`src/rtl/trigger_pkg.sv`:
```
// Shared constants for the ADC trigger engine: FSM state encodings, mode codes
// and default scaling parameters.
package trigger_pkg;

   typedef logic [2:0] state_t;

   localparam state_t ST_IDLE    = 3'd0;
   localparam state_t ST_ARMING  = 3'd1;
   localparam state_t ST_READY   = 3'd2;
   localparam state_t ST_CAPTURE = 3'd3;
   localparam state_t ST_HOLDOFF = 3'd4;

   localparam logic [1:0] MODE_NORMAL = 2'd0;
   localparam logic [1:0] MODE_SINGLE = 2'd1;
   localparam logic [1:0] MODE_LEVEL  = 2'd2;

   localparam int DEFAULT_OFFSET = 8000;
   localparam int DEFAULT_GAIN   = 10;

   // Code 3 is reserved and behaves as NORMAL.
   function automatic logic [1:0] norm_mode(input logic [1:0] m);
      return (m == 2'd3) ? MODE_NORMAL : m;
   endfunction

endpackage

```
`src/rtl/trig_compare.sv`:
```
// Combinational threshold compare: fire/rearm for rising or falling slope,
// with the hysteresis band saturating at 0 and at full scale.
module trig_compare #(
   parameter int DATA_W = 14
) (
   input  logic [DATA_W-1:0] i_adc,
   input  logic [DATA_W-1:0] i_level,
   input  logic [DATA_W-1:0] i_hyst,
   input  logic              i_slope,
   output logic              o_fire,
   output logic              o_rearm
);

   logic [DATA_W:0]   w_sum;
   logic [DATA_W-1:0] w_hi;
   logic [DATA_W-1:0] w_lo;

   assign w_sum = {1'b0, i_level} + {1'b0, i_hyst};
   assign w_hi  = w_sum[DATA_W] ? '1 : w_sum[DATA_W-1:0];
   assign w_lo  = (i_hyst > i_level) ? '0 : i_level - i_hyst;

   assign o_fire  = i_slope ? (i_adc > i_level) : (i_adc < i_level);
   assign o_rearm = i_slope ? (i_adc <= w_lo)   : (i_adc >= w_hi);

endmodule

```
`src/rtl/trigger_unit.sv`:
```
// Trigger engine on the ADC sample stream: edge/level trigger, capture window,
// holdoff and scaled output. Define TRIGGER_TIMESTAMP_EN for trig_timestamp.
module trigger_unit
   import trigger_pkg::*;
#(
   parameter int DATA_W = 14,
   parameter int OFFSET = DEFAULT_OFFSET,
   parameter int GAIN   = DEFAULT_GAIN,
   parameter int CNT_W  = 16
) (
   input  logic              clk,
   input  logic              reset,
   input  logic              adc_valid,
   input  logic [DATA_W-1:0] adc_in,
   input  logic              trig_slope,
   input  logic [DATA_W-1:0] trig_level,
   input  logic [DATA_W-1:0] trig_hyst,
   input  logic [1:0]        mode,
   input  logic              arm,
   input  logic [CNT_W-1:0]  post_len,
   input  logic [CNT_W-1:0]  holdoff_len,
   output logic              trigger,
   output logic              capture,
   output logic              busy,
   output logic [DATA_W-1:0] out_pulse,
   output logic              out_valid,
   output logic [31:0]       trig_timestamp
);

   localparam logic [DATA_W-1:0] OFFSET_W = DATA_W'(OFFSET);
   localparam logic [DATA_W-1:0] GAIN_W   = DATA_W'(GAIN);
   localparam logic [CNT_W-1:0]  CNT_ONE  = CNT_W'(1);

   logic              w_fire;
   logic              w_rearm;
   logic [1:0]        w_mode;
   state_t            w_state;
   state_t            w_rest;
   state_t            w_hold_state;
   logic [CNT_W-1:0]  w_hold_cnt;
   logic [CNT_W-1:0]  w_post_rem;
   logic              w_level_mode;
   logic [DATA_W-1:0] w_diff;
   logic [DATA_W-1:0] w_scaled;

   state_t            w_state_nxt;
   logic [CNT_W-1:0]  w_cnt_nxt;
   logic              w_trig;
   logic              w_cap;

   state_t            r_state;
   logic [CNT_W-1:0]  r_cnt;
   logic              r_trigger;
   logic              r_capture;
   logic [DATA_W-1:0] r_out_pulse;
   logic              r_out_valid;

   trig_compare #(.DATA_W(DATA_W)) u_cmp (
      .i_adc   (adc_in),
      .i_level (trig_level),
      .i_hyst  (trig_hyst),
      .i_slope (trig_slope),
      .o_fire  (w_fire),
      .o_rearm (w_rearm)
   );

   assign w_mode = norm_mode(mode);

   // IDLE only exists for SINGLE; any other mode behaves as ARMING straight away.
   assign w_state      = (r_state == ST_IDLE && w_mode != MODE_SINGLE) ? ST_ARMING : r_state;
   assign w_level_mode = (w_state == ST_ARMING) && (w_mode == MODE_LEVEL);
   assign w_rest       = (w_mode == MODE_SINGLE) ? ST_IDLE : ST_ARMING;
   assign w_hold_state = (holdoff_len == '0) ? w_rest : ST_HOLDOFF;
   assign w_hold_cnt   = (holdoff_len == '0) ? '0 : holdoff_len;
   assign w_post_rem   = (post_len == '0) ? '0 : post_len - CNT_ONE;

   assign w_diff   = adc_in - OFFSET_W;
   assign w_scaled = w_diff * GAIN_W;

   always_comb begin
      // NOTE: every output gets a default first so no path leaves a latch behind.
      w_state_nxt = w_state;
      w_cnt_nxt   = r_cnt;
      w_trig      = 1'b0;
      w_cap       = 1'b0;
      case (w_state)
         ST_IDLE: begin
            if (arm) w_state_nxt = ST_ARMING;
         end
         ST_ARMING: begin
            if (adc_valid) begin
               if (w_level_mode) begin
                  w_trig = w_fire;
                  w_cap  = w_fire;
               end else if (w_rearm) begin
                  w_state_nxt = ST_READY;
               end
            end
         end
         ST_READY: begin
            if (adc_valid && w_fire) begin
               w_trig = 1'b1;
               w_cap  = 1'b1;
               if (w_post_rem == '0) begin
                  w_state_nxt = w_hold_state;
                  w_cnt_nxt   = w_hold_cnt;
               end else begin
                  w_state_nxt = ST_CAPTURE;
                  w_cnt_nxt   = w_post_rem;
               end
            end
         end
         ST_CAPTURE: begin
            if (adc_valid) begin
               w_cap = 1'b1;
               if (r_cnt <= CNT_ONE) begin
                  w_state_nxt = w_hold_state;
                  w_cnt_nxt   = w_hold_cnt;
               end else begin
                  w_cnt_nxt = r_cnt - CNT_ONE;
               end
            end
         end
         ST_HOLDOFF: begin
            if (adc_valid) begin
               if (r_cnt <= CNT_ONE) begin
                  w_state_nxt = w_rest;
                  w_cnt_nxt   = '0;
               end else begin
                  w_cnt_nxt = r_cnt - CNT_ONE;
               end
            end
         end
         default: begin
            w_state_nxt = ST_IDLE;
            w_cnt_nxt   = '0;
         end
      endcase
   end

   always_ff @(posedge clk or posedge reset) begin
      // NOTE: non-blocking throughout so every register samples pre-edge values.
      if (reset) begin
         r_state     <= ST_IDLE;
         r_cnt       <= '0;
         r_trigger   <= 1'b0;
         r_capture   <= 1'b0;
         r_out_pulse <= '0;
         r_out_valid <= 1'b0;
      end else begin
         r_state     <= w_state_nxt;
         r_cnt       <= w_cnt_nxt;
         r_trigger   <= w_trig;
         r_capture   <= w_cap;
         r_out_pulse <= w_cap ? w_scaled : '0;
         r_out_valid <= adc_valid;
      end
   end

   assign trigger   = r_trigger;
   assign capture   = r_capture;
   assign out_pulse = r_out_pulse;
   assign out_valid = r_out_valid;
   assign busy      = (r_state == ST_CAPTURE) || (r_state == ST_HOLDOFF);

`ifdef TRIGGER_TIMESTAMP_EN
   logic [31:0] r_sample_cnt;
   logic [31:0] r_trig_ts;

   // The counter holds the index of the sample currently on adc_in.
   always_ff @(posedge clk or posedge reset) begin
      if (reset) begin
         r_sample_cnt <= '0;
         r_trig_ts    <= '0;
      end else begin
         if (adc_valid) r_sample_cnt <= r_sample_cnt + 32'd1;
         if (w_trig)    r_trig_ts    <= r_sample_cnt;
      end
   end

   assign trig_timestamp = r_trig_ts;
`else
   assign trig_timestamp = '0;
`endif

endmodule

```
`config.mk`:
```
export PLATFORM = sky130hd
export DESIGN_NAME = trigger_unit
export DESIGN_NICKNAME = d
export VERILOG_FILES = /design/src/rtl/trigger_pkg.sv /design/src/rtl/trig_compare.sv /design/src/rtl/trigger_unit.sv
export SDC_FILE = /design/constraint.sdc
export NUM_CORES = 1
export LEC_CHECK = 0
export ABC_AREA = 1
export CAP_MARGIN = 15
export CORE_MARGIN = 2
export CORE_UTILIZATION = 35
export DETAILED_ROUTE_END_ITERATION = 16
export MAX_ROUTING_LAYER = met4
export PLACE_DENSITY = 0.7
export SKIP_CTS_REPAIR_TIMING = 1
export SYNTH_ARGS = -nofsm -noshare
export SYNTH_HDL_FRONTEND = slang
export SYNTH_SLANG_ARGS = --single-unit
```
`constraint.sdc`:
```
create_clock -name clk -period 4.6 [get_ports clk]
set_clock_uncertainty 0.05 [all_clocks]
set_input_delay 0.46 -clock clk [delete_from_list [all_inputs] [get_ports clk]]
set_output_delay 0.46 -clock clk [all_outputs]
set_load 0.01 [all_outputs]
```
* After elaboration in Yosys (flattened, before gate mapping)
Cells that the tools add are included.
Storage, ports and cells: flip-flop bits (word level) 36
Cells by class: add/sub/neg operators 5, $lt $le $gt $ge 6, reductions and logical operators 11, muxes and demuxes 35, bitwise operators 1, multiply operators 1, equality and inequality tests 13
Operators by type and width (number):
- $mux W16 | 8
- $pmux W16 S4 | 1
- $logic_not A16 Y1 | 3
- $mux W14 | 3
- $mux W3 | 12
- $sub A16 B1 Y16 const B | 2
- $gt A14 B14 Y1 | 2
- $le A16 B1 Y1 const B | 1
- $add A14 B14 Y15 | 1
- $pmux W3 S5 | 1
- $ge A14 B14 Y1 | 1
- $le A14 B14 Y1 | 1
- $lt A14 B14 Y1 | 1
- $mul A14 B3 Y13 const B | 1
- $sub A14 B13 Y14 const B | 1
- $sub A14 B14 Y14 | 1
- $eq A3 B2 Y1 const B | 3
- $mux W1 | 7
- $eq A3 B3 Y1 const B | 2
- $logic_not A3 Y1 | 2
- $ne A2 B2 Y1 const B | 3
- $eq A2 B2 Y1 const B | 2
- $reduce_and A4 Y1 | 1
- $eq A3 B1 Y1 const B | 1
- other kinds (9) | 11

* Longest topological paths before layout
Gate-level depths: netlist (run 1).
word-level depth 11, gate-level depth with buffers 24, gate-level depth less buffers 24

* Hierarchy
From an unflattened synthesis (run 1), not the netlist that was laid out.
Second synthesis, totals: cells, all modules 1045, area total of the unflattened synthesis 6495.0 um^2
Modules (own cells, without submodules):
- trigger_unit | instances 1, area an instance 3813.7 um^2, cells each 585
- trig_compare | instances 1, area an instance 2681.3 um^2, cells each 460

* Worst setup path after synthesis (run 1)
OpenSTA, ideal clock, no wires.
path type input to register, start input port trig_level[0], end register r_state[0], data required time 4.420 ns, setup slack 1.052 ns, path buffers 1, arrival time 3.369 ns, stages on the path 24, cell sequence inv_1 -> ha_1 -> fa_1 -> or2_1 -> nand2_1 -> nand2_1 -> nand2_1 -> nand4_1 -> nand3_1 -> a21oi_1 -> o21bai_1 -> clkbuf_1 -> nand3_1 -> ha_1 -> nand2_1 -> inv_1 -> o21ai_0 -> nand2_1 -> a21oi_1 -> o21ai_0 -> a31oi_1 -> nand2_1 -> nand2_1 -> nand4_1
On the way: longest elaborated chain between the ends 8, elaborated cells on any way between the ends 17, those cells by class add/sub (2); order compare (5); mux (9); reduce/logical (1)
RTL lines:
- from (decl) | line trigger_unit.sv:16 | input logic [DATA_W-1:0] trig_level,
- $add A14 B14 Y15 (tied with other cells) | line trig_compare.sv:18 | assign w_sum = {1'b0, i_level} + {1'b0, i_hyst};
- $mux W14 (on tied branches) | line trig_compare.sv:19, trig_compare.sv:20
- $ge A14 B14 Y1 / $le A14 B14 Y1 (equally long branches) | line trig_compare.sv:23 | assign o_rearm = i_slope ? (i_adc <= w_lo) : (i_adc >= w_hi);
- $mux W1 | line trig_compare.sv:23
- $mux W3 | line trigger_unit.sv:95 | end else if (w_rearm) begin
- $mux W3 | line trigger_unit.sv:92 | if (w_level_mode) begin
- $mux W3 | line trigger_unit.sv:91 | if (adc_valid) begin
- $pmux W3 S5 (*) | line trigger_unit.sv:86 | case (w_state)
- named net w_state_nxt[0] | line trigger_unit.sv:46 | state_t w_state_nxt;
- to (signal assigned) | line trigger_unit.sv:151 | r_state <= w_state_nxt;
- to (decl) | line trigger_unit.sv:51 | state_t r_state;
Mark *: on every way through the listed nets, which the timed path passes. The rest lies on a longest branch. A chain may end at the register's enable or synchronous reset.

* Final worst setup path (run 1)
Ends and elaborated chain as after synthesis.

==> results.md, run 1 <==
- Outcome: completed
- # nets final: roughly 1300
- Pre-Repair DR Iteration Count: 5
- Core Area: roughly 18000 µm²
- Max-slew violations: 0
- Post-synth top cells: nand2_1 (227), inv_1 (151), nor2_1 (108), ha_1 (93), nand3_1 (63)
- Via count: between 6000 and 7000
- Final period util: 86.89%
- Compound-Gate Fraction of Synth Area: roughly an eighth
- RSZ-0062 raised after global routing: no
- Adder-cell share of the synthesized area: just under 20%
- Drt first-iter violations: between 300 and 400
- # H-tree levels: 2
- GRT Total Usage: between 10% and 20%
- Crit path max-delay family: simple AND/OR/NAND/NOR gates
- Share of the synthesized area in the top cell type: 18.51%
- CTS root buffer: clkbuf_16
- DRC viols: 0
- Width of the die: about 140 µm
- Top-count cell post-synth: nand2_1
- Warning count from the yosys run: 0
- VDD IR max: approximately 0.14 mV
- TritonCTS clock tree: done
- Final setup fails: 0
- Largest family of logic cells by synthesized area: simple AND/OR/NAND/NOR gates
- ANT cells: 0
- Most used cell, CP: nand2_1
- Share of flip-flops with an asynchronous set or reset: 100.0%
- First-pass GRT wire length: around 27000 µm
- Number of synthesized flops with an enable pin: 0
- Tmin final: ~4000 ps
- Latest clock arrival within the worst-skew pair: between 200 and 300 ps
- Io pins: ~130
- Total CTS buffers: 5
- Area of the multi-input gates: 4616 µm²
- Synth area leader: ha_1
- Class of the worst hold path: reg -> reg
- Yosys reg bits: 35
- Headroom to the max-slew limit: 59.78%
- Routability cong.: 0.9562
- Vias in the first global route: 5885
- Final hold violation count: 0
- Layout cells sized above 1: under 10%
- Vias per inst: roughly 4.8
- Sequential fraction of the synthesis area: about 14%
- Post-Syn Area: ~6300 µm²
- Max stage delay on crit path: approximately 500 ps
- Fmax: 250.2 MHz
- Mapped Avg Cell Area: between 6 and 7 µm²
- CP bufs+invs: 4
- Arrival time at the worst endpoint: 4100 ps
- Startpoint types: primary input
- Xor/xnor share of the synthesized area: approximately 4.5%
- Leakage power: approximately 4 nW
- Worst setup EP type: flop
- FP Rows: slightly below 50
- Fillers: ~1900
- Critical Path RT: roughly 4700 ps
- Top post-synthesis cells by area: ha_1 (19%), dfrtp_1 (14%), nand2_1 (14%)
- Post-synthesis mux area share: 0%
- Worst-path maximum fanout: 12
- Post-Syn Instances: 992
- Largest net degree at the start of global routing: 36
- Final antenna-violating net count: 0
- Global route overflow: 0
- Area delta synth->final: 19.83%
- Clk sinks: 35
- Minimum hold slack: about 470 ps
- Routed Wire Length: ~16000 µm
- Critical path class: in -> reg
- Main synth FF type: dfrtp_1
- Initial antenna violation count: 0
- Tightest Pin Transition: between 500 and 600 ps
- CP max-delay cell: clkdlybuf4s50_1
- Max Cap Viol: 0
- Register clock-pin slew on the reported worst setup and hold paths: about 50 ps
- Full die area: 19040 µm²
- Storage element area: about 900 µm²
- Post-DP HPWL: approximately 14000 µm
- Routed WL per cell: 12.39 µm
- Synth cell types: just over 50
- Longest Clk Path Bufs: 2
- I/O Buffers: 97
- Total Power: 2.267 mW
- Synth Area in Simple Gates: roughly a third
- Starting density of the core: ~35%
- Post-route setup TNS: 0 ps
- Power per Cell Area: 301.1 nW/µm²
- Die Y-Extent: 138 µm
[worst reg2reg max path, cell delays in order, from the launching register on]
cell,delay (ps)
dfrtp_1,380
inv_1,90
ha_1,250
nand2_1,180
nor2_1,130
o21ai_0,510
o21ai_0,230
o41ai_1,300
inv_1,70
nand2_1,60
[placed cells by master, fill, tap and decap left out, types with 5 or more instances in the layout]
cell type        Yosys  layout
o21bai_1             8       8
clkbuf_16            0       5
a21boi_1             8       8
dfrtp_1             35      35
conb_1               1      33
nor2_4               5       5
ha_1                93      93
or2_2                8       8
a22oi_1              5       5
nand2_1            227     227
buf_4               33       6
xnor2_1              7       7
nand3_1             63      63
o21ai_0             35      35
nor3_1              15      15
clkdlybuf4s50_1      0      97
nor2_1             108     108
inv_1              151     151
a21oi_1             62      62
nand4_1             36      36
xor2_1              25      25
[report_power, final]
group	total (mW)	switching (mW)	internal [mW]	leakage, nW
Combinational	1.44	0.852	0.592	3.44
Sequential	0.493	0.0735	0.419	0.452
Clock	0.331	0.120	0.211	0.0727
[through the flow]
stage	cells	area [µm²]	setup WS (ps)	utilization (%)
after floorplan	1024	6405	1052	-
after global placement	1306	7376	353.1	41.48
after detailed placement	1306	7376	303.9	41.48
after CTS	1313	7520	585.9	42.29
after global routing	1314	7531	112.4	42.36
final	1314	7531	603.2	42.36
[cell families (layout without fill, tap and decap cells)]
group	count (synthesis)	in the layout
AND/OR/NAND/NOR	483	483
buffers and inverters	205	266
AO/OA/AOI/OAI	140	140
adder cells (fa/ha/maj)	96	96
flip-flops	35	35
XOR/XNOR	32	32
other	1	33
[flip-flops by register name, indices dropped and copies added (netlist names)]
name / flops
out_pulse: 13
r_cnt: 16
capture: 1
trigger: 1
out_valid: 1
r_state: 3
[final timing paths]
kind                            slack (ps)                      to                 start  depth (start not counted)
worst max-delay path                   600    r_state[0]$_DFF_PP0_         trig_level[0]                         26
worst min-delay path                   470    r_cnt[1]$_DFFE_PP0P_  r_cnt[1]$_DFFE_PP0P_                          2
worst max register to register        2300    r_state[2]$_DFF_PP0_  r_cnt[0]$_DFFE_PP0P_                          9
worst min register to register         470    r_cnt[1]$_DFFE_PP0P_  r_cnt[1]$_DFFE_PP0P_                          2
max in group asynchronous             3650     out_valid$_DFF_PP0_                 reset                          3
min in group asynchronous              530  out_pulse[4]$_DFF_PP0_                 reset                          3
[layout make-up]
type                            count  share of cell area (%)
Multi-Input combinational cell    784                   61.29
Timing Repair Buffer              104                   13.64
Sequential cell                    35                   11.63
Inverter                          155                   7.726
Tap cell                          229                   3.805
Clock buffer                        6                   1.844
Clock inverter                      1                 0.06646
[routing by layer]
layer  share of wire (%)  GRT usage, %  routed length (µm)
met5                   0             -                   0
met2                  48         30.30                7858
met3                 3.6         1.316                 581
met1                  46         21.76                7498
met4                 2.1         4.941                 349
No activity file was read; power rests on OpenSTA's default activity.
==> run 2, diff against run 1 <==
--- a/config.mk
+++ b/config.mk
@@ -13,6 +13,7 @@
 export MAX_ROUTING_LAYER = met4
 export PLACE_DENSITY = 0.7
 export SKIP_CTS_REPAIR_TIMING = 1
+export SLEW_MARGIN = 5
 export SYNTH_ARGS = -nofsm -noshare
 export SYNTH_HDL_FRONTEND = slang
 export SYNTH_SLANG_ARGS = --single-unit
==> results of run 2 <==
Same layout as run 1: the final DEF is identical, and so are final timing and power.
